`src/rtl/line_sensor_proc.sv`:
```
// line_sensor_proc
//   Smooths four 12-bit line-sensor readings (two-tap average), binarises
//   each with hysteresis, maps the 4-bit pattern to a signed steering error
//   and tracks FOLLOW / NODE / LOST once per frame, counting node entries.
// Ports:
//   clk, rst           clock, asynchronous active-high reset
//   frame_valid        one-cycle strobe: adc1..adc4 hold a new frame
//   adc1..adc4         raw readings, sensor 1 (leftmost) .. sensor 4
//   line_bits          thresholded bits, bit i = sensor i+1
//   pos_err            signed steering error -3 .. +3
//   fsm_state          0=FOLLOW, 1=NODE, 2=LOST
//   node_count         node entries since reset (wraps)
//   node_pulse         one-cycle pulse on entry to NODE
//   out_valid          one-cycle pulse, outputs reflect a new frame
// Latency frame_valid -> out_valid is 2 cycles; one frame per cycle accepted.
module line_sensor_proc #(
  parameter logic [11:0] THRESH_HI     = 12'd2200,
  parameter logic [11:0] THRESH_LO     = 12'd1800,
  parameter int unsigned NODE_DEBOUNCE = 3,
  parameter int unsigned LOST_TIMEOUT  = 8
) (
  input  logic              clk,
  input  logic              rst,
  input  logic              frame_valid,
  input  logic [11:0]       adc1,
  input  logic [11:0]       adc2,
  input  logic [11:0]       adc3,
  input  logic [11:0]       adc4,
  output logic [3:0]        line_bits,
  output logic signed [2:0] pos_err,
  output logic [1:0]        fsm_state,
  output logic [7:0]        node_count,
  output logic              node_pulse,
  output logic              out_valid
);

  typedef enum logic [1:0] {FOLLOW = 2'd0, NODE = 2'd1, LOST = 2'd2} state_t;

  localparam logic [3:0] ND = 4'(NODE_DEBOUNCE);
  localparam logic [7:0] LT = 8'(LOST_TIMEOUT);

  // ---------------- stage 1: averaging + hysteresis ----------------
  logic [11:0] cur  [4];
  logic [11:0] prev [4];
  logic [12:0] sum  [4];
  logic [11:0] avg  [4];
  logic        first;      // no previous sample yet: average equals current
  logic [3:0]  hyst;
  logic [3:0]  hyst_next;
  logic        s1_valid;

  always_comb begin
    cur[0] = adc1;
    cur[1] = adc2;
    cur[2] = adc3;
    cur[3] = adc4;
  end

  always_comb begin
    hyst_next = hyst;
    for (int unsigned ch = 0; ch < 4; ch++) begin
      sum[ch] = {1'b0, cur[ch]} + {1'b0, (first ? cur[ch] : prev[ch])};
      avg[ch] = sum[ch][12:1];
      if (avg[ch] >= THRESH_HI)
        hyst_next[ch] = 1'b1;
      else if (avg[ch] < THRESH_LO)
        hyst_next[ch] = 1'b0;
    end
  end

  always_ff @(posedge clk or posedge rst) begin
    if (rst) begin
      prev     <= '{default: '0};
      first    <= 1'b1;
      hyst     <= '0;
      s1_valid <= 1'b0;
    end else begin
      s1_valid <= frame_valid;
      if (frame_valid) begin
        prev  <= cur;
        first <= 1'b0;
        hyst  <= hyst_next;
      end
    end
  end

  // ---------------- stage 2: classification + FSM ----------------
  logic [2:0]        n;
  logic              tbl_ok;
  logic signed [2:0] tbl_err;
  logic              line_seen;
  logic [3:0]        node_cnt, nc_next;
  logic [7:0]        empty_cnt, ec_next;
  state_t            state;

  always_comb begin
    n         = 3'($countones(hyst));
    line_seen = (n == 3'd1) || (n == 3'd2);
    tbl_ok    = 1'b1;
    tbl_err   = '0;
    case (hyst)
      4'b0001: tbl_err = -3'sd3;
      4'b0011: tbl_err = -3'sd2;
      4'b0010: tbl_err = -3'sd1;
      4'b0110: tbl_err =  3'sd0;
      4'b0100: tbl_err =  3'sd1;
      4'b1100: tbl_err =  3'sd2;
      4'b1000: tbl_err =  3'sd3;
      default: tbl_ok  = 1'b0;
    endcase
    nc_next = '0;
    if (n >= 3'd3)
      nc_next = (node_cnt >= ND) ? node_cnt : node_cnt + 4'd1;
    ec_next = '0;
    if (n == 3'd0)
      ec_next = (empty_cnt >= LT) ? empty_cnt : empty_cnt + 8'd1;
  end

  // Last direction kept when the line is lost, pushed to full deflection.
  function automatic logic signed [2:0] sat_sign(input logic signed [2:0] e);
    if (e < 0)      return -3'sd3;
    else if (e > 0) return  3'sd3;
    else            return  3'sd0;
  endfunction

  always_ff @(posedge clk or posedge rst) begin
    if (rst) begin
      state      <= FOLLOW;
      line_bits  <= '0;
      pos_err    <= '0;
      node_count <= '0;
      node_pulse <= 1'b0;
      out_valid  <= 1'b0;
      node_cnt   <= '0;
      empty_cnt  <= '0;
    end else begin
      out_valid  <= 1'b0;
      node_pulse <= 1'b0;
      if (s1_valid) begin
        out_valid <= 1'b1;
        line_bits <= hyst;
        node_cnt  <= nc_next;
        empty_cnt <= ec_next;
        case (state)
          FOLLOW: begin
            if (nc_next == ND) begin
              state      <= NODE;
              node_count <= node_count + 8'd1;
              node_pulse <= 1'b1;
              pos_err    <= '0;
            end else if (ec_next == LT) begin
              state   <= LOST;
              pos_err <= sat_sign(pos_err);
            end else if (tbl_ok) begin
              pos_err <= tbl_err;
            end
          end
          NODE: begin
            if (line_seen) begin
              state <= FOLLOW;
              if (tbl_ok) pos_err <= tbl_err;
            end else if (ec_next == LT) begin
              state   <= LOST;
              pos_err <= sat_sign(pos_err);
            end else begin
              pos_err <= '0;
            end
          end
          LOST: begin
            if (line_seen) begin
              state <= FOLLOW;
              if (tbl_ok) pos_err <= tbl_err;
            end
          end
          default: state <= FOLLOW;
        endcase
      end
    end
  end

  assign fsm_state = state;

endmodule

```
`config.mk`:
```
export PLATFORM = sky130hd
export DESIGN_NAME = line_sensor_proc
export DESIGN_NICKNAME = d
export VERILOG_FILES = /design/src/rtl/line_sensor_proc.sv
export SDC_FILE = /design/constraint.sdc
export NUM_CORES = 1
export LEC_CHECK = 0
export CAP_MARGIN = 0
export CORE_ASPECT_RATIO = 1.1
export CORE_MARGIN = 5
export CORE_UTILIZATION = 59
export CTS_BUF_LIST = sky130_fd_sc_hd__clkbuf_4 sky130_fd_sc_hd__clkbuf_8
export CTS_CLUSTER_SIZE = 30
export DETAILED_ROUTE_END_ITERATION = 16
export HOLD_SLACK_MARGIN = 0.06
export PLACE_DENSITY = 0.92
export REMOVE_ABC_BUFFERS = 1
export SLEW_MARGIN = 20
export SYNTH_ARGS = -nofsm -noshare
export SYNTH_HDL_FRONTEND = slang
export SYNTH_SLANG_ARGS = --single-unit
```
`constraint.sdc`:
```
create_clock -name clk -period 5.4 [get_ports clk]
set_clock_uncertainty 0.1 [all_clocks]
set_input_delay 1.08 -clock clk [delete_from_list [all_inputs] [get_ports clk]]
set_output_delay 1.08 -clock clk [all_outputs]
set_load 0.01 [all_outputs]
```
==> flow_summary_export.csv <==
group,metric,value,unit
cts,cts_tree,"yes",
cells_and_area,antenna_cells,0,
floorplanning,core,10860,um2
power,peakVddDrop,201.5,uV
timing,period_share,0.7962,
cts,cts_setup_buffers,0,
logic_synthesis,synth_cells,651,
logic_synthesis,avgSynthCellArea,10.03,um2
logic_synthesis,ys_seq_area_frac,0.3259,
cells_and_area,design_area,7550,um2
logic_synthesis,netlist_area,6530,um2
cells_and_area,final_common_cell,"mux2_2",
routing,totalWireLength,14.36,mm
status,status,"finished clean",
logic_synthesis,yosysUniqueCellTypes,70,
routing,top_layer_used,"met4",
routing,wl_met2,7.806,mm
min_path,min_to,"node_count[7]$_DFFE_PP0P_",
critical_path,cp_max_fo,37,
floorplanning,die_w,110.3,um
routing,routed-via-count,5362,
cts,cts_max_path_buffers,2,
timing,drv_slew,0,
cts,cts_made_buffers,9,
job,cap_violations,0,
critical_path,cp_data_arrival_time,4470,ps
global_routing,grt_overflow,0,
critical_path,rr_endpoint,"hyst[3]$_DFFE_PP0P_",
min_path,hp-class,"reg2reg",
cts,ctsHoldBuffers,0,
timing,relSlewSlack,0.4179,
global_routing,grtUsageTotal,0.2272,
timing,period_minus_slack,4299,ps
logic_synthesis,synth_edf_count,0,
global_routing,antenna_found_initial,0,
placement,port_buffers,69,
power,cellPowerDensity,316.1,nW/um2
global_routing,grt_max_degree,58,
critical_path,cp-start-kind,"flip-flop",
critical_path,cp-end-kind,"flip-flop",
cells_and_area,final_cell_mix,"mux2_2, dfrtp_1, clkdlybuf4s50_1",
routing,wl_met3,509,um
cts,cts_root_buf,"clkbuf_8",
routing,wl_met1,5.748,mm
placement,dpl-instance-area,7343,um2
critical_path,rr_worst_depth,11,
timing,hold_ws,375.8,ps
cts,clock_sinks,85,
floorplanning,die_h,120.3,um
routing,dr.first_iter.drc_count,295,
global_routing,grt_pass1_vias,5505,
logic_synthesis,ys_ff_latch,85,
floorplanning,io_pins,70,
logic_synthesis,ys.flop_type,"dfrtp_1",
power,p_total,2386,uW
routing,drt-wirelength-per-cell,16.60,um
timing,tightest_slew,873.2,ps
timing,hold_violations,0,
global_routing,grt_pass1_wl,24.52,mm
power,leakage,0.003166,uW
routing,vias_per_cell,6.199,
cts,htreeDepth,3,
placement,hpwl,10.59,mm
critical_path,reg2reg_slack,1100,ps
timing,max_freq,232.6,MHz
cells_and_area,synthToLayoutAreaGrowth,15.62,%
critical_path,crit_type,"reg2reg",
cells_and_area,post-route-util,0.6952,
timing,final-setup-viol-count,0,
critical_path,r2r-start,"first$_DFFE_PP1P_",
cts,clk_latency,380,ps
logic_synthesis,yosys_warnings,0,
min_path,holdPathStages,1,
floorplanning,dieArea,13270,um2
cts,cts_resized,0,
timing,rsz0062_at_grt,"no",
critical_path,required,5570,ps
min_path,hp-start,"node_count[7]$_DFFE_PP0P_",
routing,dr.pass1.iters,4,
placement,gp_congestion,0.8998,
floorplanning,start_util,0.6013,
cells_and_area,drive_above_1_share,0.1964,
routing,ant_nets,0,
cts,cts.clk_slew.worst_paths,100,ps
timing,fin_setup_tns,0,ps
routing,drc,0,
floorplanning,rows,40,
logic_synthesis,async_flop_share,1.000,
cells_and_area,nets,827,
worst max-delay path by stage:
stage,to,slack [ps],start
finish,hyst[3]$_DFFE_PP0P_,1100,first$_DFFE_PP1P_
global route,hyst[3]$_DFFE_PP0P_,840,first$_DFFE_PP1P_
CTS,hyst[3]$_DFFE_PP0P_,1170,first$_DFFE_PP1P_
detailed placement,hyst[1]$_DFFE_PP0P_,1040,adc2[1]
global placement,hyst[1]$_DFFE_PP0P_,1130,adc2[1]
floorplan,hyst[1]$_DFFE_PP0P_,1590,first$_DFFE_PP1P_
Yosys cell counts, drive strengths merged (9+ instances only):
library cell	n	share of area
nand2	39	0.022
clkbuf	10	0.0057
a21o	10	0.012
nor2	25	0.015
inv	27	0.016
ha	58	0.11
nand3	24	0.018
xnor2	18	0.024
xor2	9	0.012
a21oi	34	0.027
o21a	12	0.014
o21ai	35	0.027
dfrtp	84	0.32
nor3	16	0.012
buf	11	0.0065
mux2	100	0.17
critical path: stages (launching register included):
cell	delay (ps)
dfstp_2	1120
buf_4	390
mux2_2	400
fa_1	400
a21o_1	210
a22oi_1	400
a21oi_1	190
a21o_1	220
a21oi_1	160
xor2_1	240
a41oi_1	150
o21a_1	190
final cells by class:
cell class / instances / area, um2
inverter: 27 / 103.9
multi-input combinational: 518 / 4220
clock buffer: 9 / 123.9
fill: 814 / 3311
sequential: 85 / 2128
clock inverter: 7 / 81.33
timing repair buffer: 72 / 708.2
tap: 147 / 183.9
kinds of logic after synthesis:
kind of cell | count (synthesis) | synth area share
muxes | 100 | 0.1724
AOI/OAI and AO/OA | 171 | 0.1859
adders and majority gates | 63 | 0.1265
DFF | 85 | 0.3259
and+or+nand+nor | 157 | 0.1253
xor gates and xnor gates | 27 | 0.03621
buffers and inverters | 48 | 0.02778
sequential cells by signal, indices dropped and copies added (netlist names):
signal	flops
line_bits	4
hyst	4
prev	48
s1_valid	1
node_count	8
node_cnt	4
fsm_state	2
empty_cnt	8
node_pulse	1
pos_err	3
first	1
out_valid	1
report_power, final:
part	internal, uW	total, uW	switching, uW
clock network	220	487	267
logic	502	1070	570
registers	731	828	96.2
total	1450	2390	933
metal layers:
layer	global-route usage	vias up
met4	0.09007	0
met3	0.03043	28
li1	-	2571
met5	0	-
met2	0.4146	141
met1	0.2640	2622
per-stage QoR:
step                      std cells  worst slack [ps]
final                           865              1101
after global routing            865             840.9
after CTS                       865              1175
after detailed placement        849              1041
after global placement          849              1128
after floorplan                 630              1587
(Power assumes the default switching activity.)
